==> config.mk <==
export PLATFORM = sky130hd
export DESIGN_NAME = fifo_arbiter
export DESIGN_NICKNAME = d
export VERILOG_FILES = /design/src/rtl/fifo_arbiter.sv
export SDC_FILE = /design/constraint.sdc
export NUM_CORES = 1
export LEC_CHECK = 0
export ABC_AREA = 1
export ABC_CLOCK_PERIOD_IN_PS = 1700
export CELL_PAD_IN_SITES_DETAIL_PLACEMENT = 2
export CELL_PAD_IN_SITES_GLOBAL_PLACEMENT = 2
export CORE_ASPECT_RATIO = 0.9
export CORE_MARGIN = 5
export CORE_UTILIZATION = 17
export CTS_CLUSTER_SIZE = 16
export DETAILED_ROUTE_END_ITERATION = 8
export PLACE_DENSITY_LB_ADDON = 0.1
export SKIP_LAST_GASP = 1
export SLEW_MARGIN = 10
export SYNTH_ARGS = -nofsm -noshare
export SYNTH_HDL_FRONTEND = slang
export SYNTH_SLANG_ARGS = --single-unit
==> constraint.sdc <==
create_clock -name clk -period 1.7 [get_ports clk]
set_input_delay 0.425 -clock clk [delete_from_list [all_inputs] [get_ports clk]]
set_output_delay 0.425 -clock clk [all_outputs]
set_load 0.02 [all_outputs]
==> src/rtl/fifo_arbiter.sv <==
`default_nettype none
// ============================================================================
// Module   : fifo_arbiter
// Brief    : Round-robin multi-channel FIFO writer with an independent
//            read/load sequencer feeding a downstream sink.
// Revision : 1.0 - initial release
// ============================================================================
module fifo_arbiter #(
   parameter int NUM_CH     = 4,
   parameter int FIFO_WIDTH = 63
) (
   input  logic                         clk,
   input  logic                         reset,
   input  logic                         enable,
   input  logic [NUM_CH-1:0]            ch_req,
   input  logic [NUM_CH*FIFO_WIDTH-1:0] ch_data,
   output logic [NUM_CH-1:0]            ch_ack,
   output logic [FIFO_WIDTH-1:0]        fifo_data_in,
   output logic                         fifo_write_n,
   output logic                         fifo_read_n,
   input  logic                         fifo_full,
   input  logic                         fifo_empty,
   input  logic                         tx_ready,
   output logic                         tx_load,
   output logic [7:0]                   stall_cnt
);

   localparam int IW = (NUM_CH > 1) ? $clog2(NUM_CH) : 1;

   typedef enum logic [0:0] {
      W_IDLE  = 1'b0,
      W_WRITE = 1'b1
   } wstate_t;

   typedef enum logic [1:0] {
      R_IDLE = 2'd0,
      R_READ = 2'd1,
      R_LOAD = 2'd2
   } rstate_t;

   wstate_t                 w_state_q, w_state_d;
   rstate_t                 r_state_q, r_state_d;
   logic [IW-1:0]           last_grant_q, last_grant_d;
   logic [NUM_CH-1:0]       ack_q, ack_d;
   logic [FIFO_WIDTH-1:0]   data_q, data_d;
   logic [7:0]              stall_q, stall_d;

   logic [IW-1:0]           sel_idx;
   logic                    sel_found;

   // Search starts one past the previous winner so every requester gets a turn.
   always_comb begin
      int            cand;
      logic [IW-1:0] cand_idx;
      sel_idx   = '0;
      sel_found = 1'b0;
      cand      = 0;
      cand_idx  = '0;
      for (int k = 1; k <= NUM_CH; k++) begin
         cand = int'(last_grant_q) + k;
         if (cand >= NUM_CH) begin
            cand = cand - NUM_CH;
         end
         cand_idx = IW'(cand);
         if (!sel_found && ch_req[cand_idx]) begin
            sel_found = 1'b1;
            sel_idx   = cand_idx;
         end
      end
   end

   always_comb begin
      w_state_d    = w_state_q;
      last_grant_d = last_grant_q;
      ack_d        = '0;
      data_d       = data_q;
      stall_d      = stall_q;
      case (w_state_q)
         W_IDLE: begin
            if (enable && sel_found) begin
               if (fifo_full) begin
                  if (stall_q != 8'hFF) begin
                     stall_d = stall_q + 8'd1;
                  end
               end else begin
                  ack_d[sel_idx] = 1'b1;
                  data_d         = ch_data[int'(sel_idx)*FIFO_WIDTH +: FIFO_WIDTH];
                  last_grant_d   = sel_idx;
                  w_state_d      = W_WRITE;
               end
            end
         end
         W_WRITE: w_state_d = W_IDLE;
         default: w_state_d = W_IDLE;
      endcase
   end

   // The read sequence commits once it leaves R_IDLE; later input changes are ignored.
   always_comb begin
      r_state_d = r_state_q;
      case (r_state_q)
         R_IDLE: begin
            if (enable && !fifo_empty && tx_ready) begin
               r_state_d = R_READ;
            end
         end
         R_READ:  r_state_d = R_LOAD;
         R_LOAD:  r_state_d = R_IDLE;
         default: r_state_d = R_IDLE;
      endcase
   end

   always_ff @(posedge clk) begin
      if (reset) begin
         w_state_q    <= W_IDLE;
         r_state_q    <= R_IDLE;
         last_grant_q <= IW'(NUM_CH - 1);
         ack_q        <= '0;
         data_q       <= '0;
         stall_q      <= '0;
      end else begin
         w_state_q    <= w_state_d;
         r_state_q    <= r_state_d;
         last_grant_q <= last_grant_d;
         ack_q        <= ack_d;
         data_q       <= data_d;
         stall_q      <= stall_d;
      end
   end

   assign ch_ack       = ack_q;
   assign fifo_data_in = data_q;
   assign fifo_write_n = (w_state_q != W_WRITE);
   assign fifo_read_n  = (r_state_q != R_READ);
   assign tx_load      = (r_state_q == R_LOAD);
   assign stall_cnt    = stall_q;

endmodule
`default_nettype wire

Word level (Yosys, flattened, before mapping)
Index checks and enable logic that the tools add are counted.
{ "classes": {"n_mul": 1, "muxes": 27, "shift": 1, "addsub": 9, "eq_ne": 5, "n_reduce_logical": 15, "n_lt_le_gt_ge": 10, "bitwise_logic": 3} }
{ "op_table": {"columns": ["op", "n"], "rows": [
  ["variable part select 252 x 9 -> 63 bit", 1],
  ["two-way mux 2 bit", 9],
  ["< comparator 2 x 3 -> 1 bit, second input constant", 5],
  ["two-way mux 1 bit", 11],
  ["greater-or-equal comparator 3 bit, second input constant", 3],
  ["adder 8 x 1 -> 8 bit, second input constant", 1],
  ["binary-select mux 1 bit (select 2 bit)", 4],
  ["multiplier 2 x 6 -> 8 bit, second input constant", 1],
  ["inequality test 8 bit, second input constant", 1],
  ["subtractor 2 x 1 -> 2 bit, second input constant", 4],
  ["logical AND 1 bit", 7],
  ["adder 2 x 2 -> 3 bit, second input constant", 2],
  ["adder 2 x 3 -> 4 bit, second input constant", 1],
  ["greater-or-equal comparator 4 x 3 -> 1 bit, second input constant", 1],
  ["logical NOT 1 bit", 4],
  ["one-hot mux 2 bit (2 select lines)", 1],
  ["AND reduction 4 bit", 1],
  ["OR reduction 4 bit", 1],
  ["adder 2 x 1 -> 3 bit, second input constant", 1],
  ["NOT 1 bit", 3],
  ["AND reduction 3 bit", 1],
  ["demux 1 bit (select 2 bit)", 1],
  ["equality test 2 x 1 -> 1 bit, second input constant", 1],
  ["equality test 2 bit, second input constant", 1],
  ["other kinds (5)", 5]
]} }
{ "totals": {"reg_bits": 80, "word_cells": 77, "output_inout_bits": 78, "inputBits": 262} }

Depth between registers and ports, before layout
{ "logic_depth": {"ltp_word": 19, "mapped_depth": 18, "ltp_nobuf": 15} }

Worst setup path after synthesis
OpenSTA, ideal clock, no wires.
{ "synth_timing": {"kind": "register -> register", "start": "register last_grant_q[0]", "end": "register data_q[52], in the netlist fifo_data_in[52]", "slack_ns": -0.128, "stages_incl_launch_ff": 18, "path_buffers": 4, "period_less_slack_ns": 1.828, "required_time_ns": 1.591, "arrival_time_ns": 1.719, "setup_time_ns": 0.109, "cell_sequence": "dfxtp_1 > buf_6 > inv_4 > nand2_1 > nand2_1 > nand2_1 > nand2_1 > nor2_2 > nand3_2 > buf_2 > buf_6 > buf_6 > nand4_1 > nand2_1 > nand2_1 > nand3_1 > nand2_1 > inv_1"} }
{ "synth_between": {"elab_chain_cells": 17, "elab_cells_between_ends": 42} }
{ "synth_rtl": {"columns": ["element", "line", "text"], "rows": [
  ["start, declared", "43", "logic [IW-1:0] last_grant_q, last_grant_d;"],
  ["start signal, assigned", "117", "last_grant_q <= IW'(NUM_CH - 1);"],
  ["start signal, assigned", "124", "last_grant_q <= last_grant_d;"],
  ["adder 2 x 1 -> 3 bit", "60", "cand = int'(last_grant_q) + k;"],
  ["greater-or-equal comparator 3 bit or subtractor 2 x 1 -> 2 bit (tied branches)", "61, 62", null],
  ["two-way mux 2 bit", "61", "if (cand >= NUM_CH) begin"],
  ["binary-select mux 1 bit (select 2 bit)", "65", "if (!sel_found && ch_req[cand_idx]) begin"],
  ["two-way mux 1 bit (not written as such)", "65", null],
  ["two-way mux 1 bit", "65", null],
  ["logical NOT 1 bit", "65", null],
  ["logical AND 1 bit", "65", null],
  ["two-way mux 1 bit", "65", null],
  ["logical NOT 1 bit", "65", null],
  ["logical AND 1 bit", "65", null],
  ["two-way mux 1 bit", "65", null],
  ["logical NOT 1 bit", "65", null],
  ["logical AND 1 bit", "65", null],
  ["two-way mux 2 bit or two-way mux 1 bit (tied branches)", "65", null],
  ["multiplier 2 x 6 -> 8 bit or logical AND 1 bit (tied branches)", "87, 80", null],
  ["variable part select 252 x 9 -> 63 bit or AND reduction 3 bit (tied branches)", null, null],
  ["end signal, assigned", "126", "data_q <= data_d;"],
  ["end, declared", "45", "logic [FIFO_WIDTH-1:0] data_q, data_d;"]
]} }
Parallel ways exist; a longest one is shown, timed or not. The select of a mux whose other input is x is not followed.
A chain may end at the register's enable or synchronous reset.

Worst setup path in the final report
{ "layout_timing": {"start": "register last_grant_q[0]", "end": "register data_q[45], in the netlist fifo_data_in[45]"} }
Same word-level chain as after synthesis.

==> results.sh <==
export IMPL_worstSkewPairLatency_ns=0.36
export IMPL_initial_core_util_pct=17.14
export IMPL_drtIter0Drc=249
export IMPL_synth_seq_cells=80
export IMPL_min_to="r_state_q[0]"
export IMPL_first_global_vias=9229
export IMPL_end_kind="flop"
export IMPL_clkPwrFrac_pct=18.8
export IMPL_slew_headroom_pct=76.98
export IMPL_critPathTopFamily="simple AND/OR/NAND/NOR gates"
export IMPL_path_cells="buf_6 -> nand2_4 -> nand2_4 -> nand2_4 -> nand2_4 -> nor2_4 -> nand3_4 -> nand3_4 -> buf_12 -> clkbuf_16 -> nand2_1 -> nand2_1 -> nand2_1 -> nand3_1 -> nand2_1 -> inv_1"
export IMPL_min_from="r_state_q[1]"
export IMPL_vias=8403
export IMPL_gp_congestion=0.7490
export IMPL_hpwlAfterDp_um=26780
export IMPL_viasPerCell=4.432
export IMPL_final_nets=1677
export IMPL_seq_area_um2=1609
export IMPL_final_hold_violation_count=0
export IMPL_arrival_ns=2.41
export IMPL_grt_max_degree=38
export IMPL_finalWorstSetupSlack_ns=-0.4136
export IMPL_leakage_nw=6.646
export IMPL_drtPass1Iterations=4
export IMPL_avgSynthCellArea_um2=5.855
export IMPL_critPathRequiredTime_ns=2.00
export IMPL_die_w_um=210.8
export IMPL_grt_remaining_overflow=0
export IMPL_seqPwrFrac_pct=19.3
export IMPL_setup_tns_final_ns=-26.47
export IMPL_fin_skew_ns=0.007525
export IMPL_r2r_cells=16
export IMPL_netlist_instances=1054
export IMPL_cpMaxStageDelayCell="dfxtp_4"
export IMPL_p_int_w=0.006468
export IMPL_cts_max_level=3
export IMPL_outcome="finished with violations"
export IMPL_worst_setup_path_type="reg2reg"
export IMPL_final_cell_area_um2=11850
export IMPL_violations="negative setup slack"
export IMPL_die_y_um=190.7
export IMPL_grt_pass1_wl_um=55560
export IMPL_crit_buf_inv=4
export IMPL_syn_nets=1317
export IMPL_ir_drop_mv=0.5036
export IMPL_cp_max_fo=9
export IMPL_syn_area_um2=6171
export IMPL_io_pins=340
export IMPL_yosys_warnings=0
export IMPL_holdPathStages=1
export IMPL_fin_util_pct=32.92
export IMPL_crit_path_start_kind="flop"
export IMPL_hold_ws_ns=0.4305
export IMPL_p_per_area_nw_per_um2=941.8
export IMPL_cts_hold_buf=0
export IMPL_min_period_ns=2.114
export IMPL_cpPeakStageDelay_ns=0.39
export IMPL_tightest_slew_ns=0.3448
export IMPL_synth_distinct_cells=31
export IMPL_pre_cts_ws_ns=-0.8359
export IMPL_regToRegSetupSlack_ns=-0.41
export IMPL_switching_share_pct=42.05
export IMPL_drv_cap=0
export IMPL_cts_root_buf="clkbuf_16"
export IMPL_slew_violations=0
export IMPL_fmax_mhz=473.1
export IMPL_hp_class="reg2reg"
export IMPL_fillCellCount=4275
export IMPL_grt_usage_pct=17.66
export IMPL_clk_path_buf_depth=2
export IMPL_antenna_found_initial=4
export IMPL_final_cell_mix="nand2_1 (462), clkdlybuf4s50_1 (257), nand4_1 (128)"
export IMPL_final_common_cell="nand2_1"
export IMPL_wl_per_cell_um=19.56
export IMPL_dpl_instance_area_um2=10600
export IMPL_syn_to_final_growth_pct=92.05
export IMPL_netSwitchingPower_w=0.004694
export IMPL_drtAntennaViolNets=0
export IMPL_multiInputGateArea_um2=3981
export IMPL_die_area_um2=40210
export IMPL_rsz0062_at_grt="true"
export IMPL_critPathLaunch="last_grant_q[0]"
export IMPL_drt_total_wl_um=37080
export IMPL_cts_sinks=80
export IMPL_fp_row_count=66
export IMPL_finalCritPeriodShare_pct=124.3
export IMPL_setup_viol_count_final=78
export IMPL_drive_gt1_share_pct=12.40
export IMPL_core_area_um2=36000
export IMPL_cts_tree="built"
export IMPL_reg2reg_from="last_grant_q[0]"
export IMPL_ys_seq_area_share_pct=25.95
export IMPL_portBuffers=339
export IMPL_pwr_share_comb_pct=61.9
export IMPL_clk_pin_slew_ns=0.07
export IMPL_reg2reg_to="fifo_data_in[45]"
export IMPL_numCtsBuffers=9
export IMPL_drcViolationCount=0
[flip-flops by register name, summed over array words and instances, names as in the netlist]
name          count
fifo_data_in     63
stall_cnt         8
ch_ack            4
last_grant_q      2
r_state_q         2
w_state_q         1
[metrics by stage]
| step | instances | total power [W] |
|---|---|---|
| after floorplan | 1054 | 0.005353 |
| after global placement | 1848 | 0.007916 |
| after detailed placement | 1848 | 0.007983 |
| after CTS | 1888 | 0.01121 |
| after global routing | 1896 | 0.01201 |
| final | 1896 | 0.01116 |
[worst max path at each step]
stage	cells past startpoint	slack, ns	end
after floorplan	18	-0.09	fifo_data_in[52]
after global placement	13	-0.76	fifo_data_in[55]
after detailed placement	13	-0.84	fifo_data_in[60]
after CTS	15	-0.38	fifo_data_in[45]
after global routing	17	-0.55	fifo_data_in[41]
final	16	-0.41	fifo_data_in[45]
[metal layers]
layer	vias up	wire (um)	GRT usage, %
met3	18	1938	4.030
met1	4045	17360	23.68
met5	-	37	0
li1	4157	-	-
met2	177	17490	29.59
met4	6	250	2.742
[logic make-up after synthesis]
kind of cell / Yosys count / share of synthesized area [%]
and+or+nand+nor: 713 / 51.20
buffers and inverters: 176 / 13.10
AOI/OAI and AO/OA: 82 / 9.266
DFF: 80 / 25.95
xor gates and xnor gates: 2 / 0.2839
adders and majority gates: 1 / 0.2027
[cell type report]
class	count	share of cell area, %
Antenna cell	1	0.02111
Multi-Input combinational cell	798	33.59
Sequential cell	80	13.58
Clock inverter	6	0.5807
Timing Repair Buffer	441	42.38
Clock buffer	10	2.016
Tap cell	476	5.025
Inverter	84	2.808
[power by group through the flow]
stage | Clock (W) | Combinational [W] | Sequential (W)
floorplan | 0 | 0.00296 | 0.00240
global placement | 0 | 0.00572 | 0.00220
detailed placement | 0 | 0.00577 | 0.00221
CTS | 0.00219 | 0.00686 | 0.00217
global route | 0.00225 | 0.00757 | 0.00218
finish | 0.00209 | 0.00691 | 0.00216
[cell usage after synthesis (all sizes together)]
cell    count  share of area, %
nor4        1              0.10
a21oi      10              0.87
clkbuf     27               1.6
nand2     493                30
o21a       63               7.7
nand3      72               6.2
clkinv      1             0.061
nor2        9              0.63
nand4     128                13
xor2        1              0.14
xnor2       1              0.14
nor3        9              0.81
dfxtp      80                26
buf        65               6.3
nand3b      1              0.12
inv        83               5.1
ha          1              0.20
o21ai       9              0.73
[timing repair]
item                                    4_1_cts  5_1_grt
pin swaps                                    19       16
endpoints found under the setup margin      156      156
setup buffers                                16        6
resized for setup                            58      107
gates cloned                                  9        2
No activity file was read; power rests on OpenSTA's default activity.
